===== config.mk =====
export PLATFORM = sky130hd
export DESIGN_NAME = register_file
export DESIGN_NICKNAME = d
export VERILOG_FILES = /design/src/rtl/register_file_pkg.sv /design/src/rtl/rf_read_port.sv /design/src/rtl/register_file.sv
export SDC_FILE = /design/constraint.sdc
export NUM_CORES = 2
export LEC_CHECK = 0
export CORE_ASPECT_RATIO = 0.7
export CORE_MARGIN = 2
export CORE_UTILIZATION = 30
export DETAILED_ROUTE_END_ITERATION = 10
export SLEW_MARGIN = 20
export SYNTH_ARGS = -nofsm -noshare
export SYNTH_HDL_FRONTEND = slang
export SYNTH_SLANG_ARGS = --single-unit

===== constraint.sdc =====
create_clock -name clk -period 34.7 [get_ports clk]
set_input_delay 6.94 -clock clk [delete_from_list [all_inputs] [get_ports clk]]
set_output_delay 6.94 -clock clk [all_outputs]
set_load 0.01 [all_outputs]

===== src/rtl/register_file_pkg.sv =====
// rtl/register_file_pkg.sv - shared widths, register count and data-word type for register_file
package register_file_pkg;

  localparam int DATA_WIDTH_DEF = 32;
  localparam int ADDR_WIDTH_DEF = 5;
  localparam int NUM_REGS_DEF   = 2 ** ADDR_WIDTH_DEF;

  typedef logic [DATA_WIDTH_DEF-1:0] word_t;

endpackage


===== src/rtl/rf_read_port.sv =====
// rtl/rf_read_port.sv - combinational read mux; address 0 always returns zero
module rf_read_port
  import register_file_pkg::*;
#(
  parameter int DATA_WIDTH = DATA_WIDTH_DEF,
  parameter int ADDR_WIDTH = ADDR_WIDTH_DEF
) (
  input  logic [2**ADDR_WIDTH-1:0][DATA_WIDTH-1:0] regs,
  input  logic [ADDR_WIDTH-1:0]                    addr,
  output logic [DATA_WIDTH-1:0]                    data
);

  always_comb begin
    data = regs[addr];
    if (addr == '0) begin
      data = '0;
    end
  end

endmodule


===== src/rtl/register_file.sv =====
// rtl/register_file.sv - 2**ADDR_WIDTH x DATA_WIDTH register file, one write port, two combinational read ports
module register_file
  import register_file_pkg::*;
#(
  parameter int DATA_WIDTH = DATA_WIDTH_DEF,
  parameter int ADDR_WIDTH = ADDR_WIDTH_DEF
) (
  input  logic                  clk,
  input  logic                  rst,
  input  logic [ADDR_WIDTH-1:0] ReadAddress1,
  input  logic [ADDR_WIDTH-1:0] ReadAddress2,
  input  logic [ADDR_WIDTH-1:0] WriteAddress,
  input  logic [DATA_WIDTH-1:0] WriteData,
  input  logic                  ReadWriteEn,
  output logic [DATA_WIDTH-1:0] ReadData1,
  output logic [DATA_WIDTH-1:0] ReadData2
);

  localparam int NUM_REGS = 2 ** ADDR_WIDTH;

  logic [NUM_REGS-1:0][DATA_WIDTH-1:0] regs;

  // Entry 0 is never written, so it stays at its reset value of zero.
  always_ff @(posedge clk or posedge rst) begin
    if (rst) begin
      regs <= '0;
    end else if (ReadWriteEn && (WriteAddress != '0)) begin
      regs[WriteAddress] <= WriteData;
    end
  end

  rf_read_port #(
    .DATA_WIDTH(DATA_WIDTH),
    .ADDR_WIDTH(ADDR_WIDTH)
  ) u_read_port1 (
    .regs(regs),
    .addr(ReadAddress1),
    .data(ReadData1)
  );

  rf_read_port #(
    .DATA_WIDTH(DATA_WIDTH),
    .ADDR_WIDTH(ADDR_WIDTH)
  ) u_read_port2 (
    .regs(regs),
    .addr(ReadAddress2),
    .data(ReadData2)
  );

endmodule


After elaboration in Yosys (flattened, before gate mapping)
Cells that the tools add are included.
{ "word_totals": {"reg_bits": 1024, "in_bits": 50, "output_inout_bits": 64, "word_cells": 50} }
{ "classes": {"n_lt_le_gt_ge": 4, "mux": 9, "reduce_logical": 5} }
{ "op_table": {"columns": ["cell", "n"], "rows": [
  ["1024-bit bitwise mux", 1],
  ["32-bit binary-select mux with 5-bit select", 2],
  ["32-bit demux with 5-bit select", 1],
  ["32-bit two-way mux", 5],
  ["5-bit by 6-bit less-than comparator with 1-bit output (second input constant)", 3],
  ["5-bit logical NOT", 2],
  ["5-bit by 1-bit greater-or-equal comparator with 1-bit output (second input constant)", 1],
  ["5-bit nonzero test", 1],
  ["1-bit logical AND", 2]
]} }

Longest topological paths before layout
{ "depth": {"depth_word": 5, "ltp_mapped": 9, "depth_no_buf": 4} }

Hierarchy
Synthesis repeated with hierarchy kept, for this count alone.
{ "unflattened": {"hier_cells": 3616, "hier_area_um2": 54813.8} }
{ "by_module_without_submodules": {"columns": ["module", "instances", "cells_each", "area_each_um2", "seq_area_each_um2"], "rows": [
  ["register_file", 1, 2288, 38077.8, 25624.6],
  ["rf_read_port", 2, 664, 8368.0, 0.0]
]} }

Worst setup path before layout
No wires, ideal clock.
{ "synth_timing": {"kind": "input to output", "from": "input ReadAddress1[1]", "to": "output ReadData1[29]", "arrival_ns": 8.413, "t_required_ns": 27.760, "path_slack_ns": 19.347, "cell_stages": 7, "n_path_buf": 3, "cell_sequence": "buf_4 > buf_4 > nor2b_1 > clkbuf_1 > a221oi_1 > o21ai_0 > a311oi_1"} }
{ "synth_between": {"elab_chain_cells": 3, "word_cells_on_any_way": 4, "cone_classes": "3 x mux; 1 x reduce/logical"} }
{ "synth_lines": {"columns": ["element", "line_no", "text"], "rows": [
  ["from (decl)", "register_file.sv:10", "input logic [ADDR_WIDTH-1:0] ReadAddress1,"],
  ["32-bit binary-select mux with 5-bit select", "rf_read_port.sv:14", "data = regs[addr];"],
  ["32-bit two-way mux (not written as such)", "rf_read_port.sv:14", null],
  ["32-bit two-way mux (*)", "rf_read_port.sv:15", "if (addr == '0) begin"],
  ["to (decl)", "register_file.sv:15", "output logic [DATA_WIDTH-1:0] ReadData1,"]
]} }
Mark *: on every way between the ends. The rest lies on a longest branch, timed or not. The select of a mux whose other input is x is not followed.

Worst setup path after layout
{ "layout_timing": {"from": "input ReadAddress2[2]", "to": "output ReadData2[14]"} }
{ "layout_between": {"elab_chain_cells": 3, "word_cells_on_any_way": 4, "cone_classes": "3 x mux; 1 x reduce/logical"} }
{ "layout_lines": {"columns": ["element", "line_no", "text"], "rows": [
  ["from (decl)", "register_file.sv:11", "input logic [ADDR_WIDTH-1:0] ReadAddress2,"],
  ["32-bit binary-select mux with 5-bit select", "rf_read_port.sv:14", null],
  ["32-bit two-way mux (not written as such)", "rf_read_port.sv:14", null],
  ["32-bit two-way mux (*)", "rf_read_port.sv:15", null],
  ["to (decl)", "register_file.sv:16", "output logic [DATA_WIDTH-1:0] ReadData2"]
]} }
Marked as above.

==> key figures <==
Outcome
  – Result of the run: completed

Logic synthesis
  – Post-Synthesis Net Count: 3,634
  – Count of different cell masters after synthesis: 37
  – Adder-Cell Fraction of Synth Area: 0%
  – Share of cell area taken by muxes after synthesis: 43.3%
  – Area fraction in compound gates after synthesis: 4.53%
  – Register area share after synthesis: 47.1%
  – Post-synthesis sequential element count: 1,024
  – Xor-xnor portion of the synthesized cell area: 0%
  – Gate count of the mapped netlist: 3,584
  – Count of synthesis-stage warnings from yosys: 0
  – Combinational family with the most area after synthesis: multiplexers
  – Netlist Area Pre-Place: 54,400 um2
  – Mean post-synth cell area: 15.2 um2
  – Post-synthesis simple-gate area fraction: 1.27%

Place
  – Instance area after placement: 57,400 um2
  – DP Worst Slack: 15.78 ns
  – Global placement routability congestion: 0.816
  – Port buffer count: 113
  – HPWL Detailed: 105,000 um

Final layout
  – Final standard cell area without fillers: 61,200 um2
  – Filler cells: 17,100
  – Largest registers: regs: 1024 flops
  – Post-synthesis to final-layout area growth: 12.6%
  – Largest register by flop count: regs
  – Layout cells sized above 1: 50.7%
  – Max FFs per register: 1,024
  – Net count reported at finish: 3,533

Die
  – Vertical die dimension: 360 um
  – Horiz. Die Dim: 513 um
  – # IOs: 114
  – Core Footprint: 180,000 um2
  – Initial standard-cell utilization of the core: 30.3%
  – Rows: 130
  – Area of the die: 185,000 um2

Setup path
  – Critical Path Sink Type: output pin
  – Crit-path max FO: 56
  – Critical setup path kind: in2out
  – Data required time of the critical path: 27.76 ns
  – CP Data Arrival Time: 11.95 ns
  – Worst setup slack for register-to-register paths: 33.88 ns
  – Element type at the critical path start: primary input

Job
  – Total of max-cap violations: 0

STA
  – Final count of hold timing violations: 0
  – Final critical-path required period: 18.89 ns
  – Pin slew with the least headroom to its limit: 1.11 ns
  – Final worst slack: 15.81 ns
  – Setup-violating endpoint count in the final report: 0
  – Worst Skew: 0 ns
  – Pins Over Slew Limit: 0
  – Final TNS setup: 0 ns
  – Max Freq: 52.9 MHz
  – Remaining max-slew budget at the tightest pin: 25.9%
  – RSZ-0062 raised after global routing: no
  – Crit share post-route: 54.4%

Clock tree
  – Post-CTS setup buffer count: 0
  – CTS root buf: clkbuf_16
  – Clock-pin slew of the registers on the worst-case setup and hold paths: 0.06 ns
  – Count of hold buffers inserted by post-cts repair: 0
  – # resized after CTS: 0
  – Maximum root-to-sink buffer count: 3
  – Number of buffers created by CTS: 114
  – Clock latency reported for the late side of the worst-skew pair: 0.70 ns
  – TritonCTS clock tree: built
  – Sinks on the clock net: 1,024
  – H-Tree Level Count: 3

Global routing
  – Antenna violations before repair: 14
  – Remaining global-route overflow: 0
  – Largest net degree at the start of global routing: 142
  – Via count of the first global-routing pass: 35,100
  – Overall Global Routing Usage: 19.7%
  – First-pass GRT wire length: 268,000 um

Power
  – Power density relative to cell area: 58.2 nW/um2
  – Pleak: 25.7 nW
  – Worst vdd ir: 0.0000397 V

Route
  – Vias per Instance: 5.86
  – Number of iterations in the first detailed-routing pass: 5
  – Number of routed nets with antenna violations: 0
  – DRC Markers: 0
  – DR WL/cell: 31.0 um
  – Total wire length: 184,000 um
  – Number of DRC markers after the initial detailed-route iteration: 3,657
  – Via Count: 34,900

Hold path
  – Worst min-delay path class: reg2reg
-- final timing paths --
| check | endpoint | start | cells past startpoint |
|---|---|---|---|
| max | ReadData2[14] | ReadAddress2[2] | 9 |
| min | regs[16]$_DFFE_PP0P_ | regs[16]$_DFFE_PP0P_ | 0 |
| max reg2reg | regs[927]$_DFFE_PP0P_ | regs[927]$_DFFE_PP0P_ | 1 |
| min reg2reg | regs[16]$_DFFE_PP0P_ | regs[16]$_DFFE_PP0P_ | 0 |
| max in group asynchronous | regs[992]$_DFFE_PP0P_ | rst | 7 |
| min in group asynchronous | regs[118]$_DFFE_PP0P_ | rst | 3 |
-- per-layer routing --
layer / up-vias / wire [um] / track usage (%)
met5: - / 24 / 0
li1: 13800 / - / -
met4: 4 / 7240 / 7.18
met1: 19100 / 78100 / 27.1
met3: 386 / 13600 / 4.03
met2: 1632 / 85300 / 30.8
-- layout make-up --
type                            count  area, um2  area share [%]
Clock buffer                      171       3430            5.61
Multi-Input combinational cell   2134      26900            44.0
Tap cell                         2376       2970            4.86
Antenna cell                        5       12.5          0.0204
Sequential cell                  1024      25600            41.9
Inverter                            3       20.0          0.0327
Timing Repair Buffer              206       1770            2.90
Clock inverter                     37        415           0.679
-- cells by family (layout without fill, tap and decap cells) --
group | count (synthesis) | in the layout
other | 0 | 5
buffers and inverters | 426 | 417
DFF | 1024 | 1024
AOI/OAI and AO/OA | 332 | 332
muxes | 1664 | 1664
and+or+nand+nor | 138 | 138
-- power breakdown --
part	switching (mW)	internal [mW]	total, mW
Clock	0.514	0.731	1.25
Combinational	0.297	0.422	0.720
Sequential	0.177	1.42	1.60
-- Yosys cell counts --
master     instances  area [um2]
buf_12             5         100
or2_2              2        12.5
nand2_1           56         210
and3_1             1        6.26
nor2_1            20        75.1
buf_2             98         490
a211oi_1          32         240
a311oi_1          32         280
nor3b_1            4        30.0
o21ai_0           57         285
buf_1             49         184
dfrtp_1         1024       25600
or3b_2             1        8.76
mux4_2           448       10100
o21ai_1           19        95.1
buf_8              1        15.0
nor2b_1           37         231
nand3_1            2        10.0
mux2_1            19         214
nand2b_1           1        6.26
nor3_1             1        5.00
a22oi_1           64         480
nand3b_1           4        30.0
mux2i_1          192        1920
and2_1             2        12.5
a221oi_1          44         385
mux2_2          1005       11300
buf_4             44         330
clkbuf_1         216         811
or4_1              1        7.51
buf_6             10         113
nor2_2             4        25.0
a31oi_1           32         200
inv_1              3        11.3
a221o_1           32         320
and3b_1            2        17.5
o2111ai_1         20         175
-- critical path: stages --
cell and delay, ns:
buf_8 0.40, buf_4 0.81, buf_4 0.91, buf_4 0.76, mux4_2 0.34, mux2i_1 0.07
a221o_1 0.35, a31oi_1 0.62, clkdlybuf4s50_1 0.68
-- metrics by stage --
stage,util (%),power (mW),std cells,hold slack (ns)
2_1_floorplan,-,2.10,3584,0.441
3_3_place_gp,31.9,2.31,5743,0.378
3_5_place_dp,31.9,2.33,5743,0.384
4_1_cts,34.1,3.57,5951,0.397
5_1_grt,34.0,3.70,5955,0.405
6_report,34.0,3.56,5956,0.394
-- placed cells by master (no fill, tap or decap), types with 5 or more instances in the layout --
| master | netlist | layout |
|---|---|---|
| bufinv_16 | 0 | 7 |
| clkdlybuf4s50_1 | 0 | 84 |
| a221o_1 | 32 | 32 |
| clkbuf_16 | 0 | 117 |
| clkinv_2 | 0 | 22 |
| a31oi_1 | 32 | 32 |
| nand2_1 | 56 | 41 |
| nand2_2 | 0 | 12 |
| dfrtp_1 | 1024 | 1024 |
| mux4_2 | 448 | 448 |
| o21ai_1 | 19 | 19 |
| mux2_1 | 19 | 19 |
| o21ai_0 | 57 | 57 |
| mux2_2 | 1005 | 1005 |
| nor2_4 | 0 | 19 |
| o2111ai_1 | 20 | 20 |
| nor2b_1 | 37 | 32 |
| nor2b_4 | 0 | 5 |
| buf_2 | 98 | 22 |
| a211oi_1 | 32 | 32 |
| clkbuf_1 | 216 | 24 |
| a311oi_1 | 32 | 29 |
| clkbuf_8 | 0 | 30 |
| buf_4 | 44 | 90 |
| a221oi_1 | 44 | 44 |
| mux2i_1 | 192 | 192 |
| a22oi_1 | 64 | 64 |
| diode_2 | 0 | 5 |
Note: power is estimated with default switching activity, not from simulation.
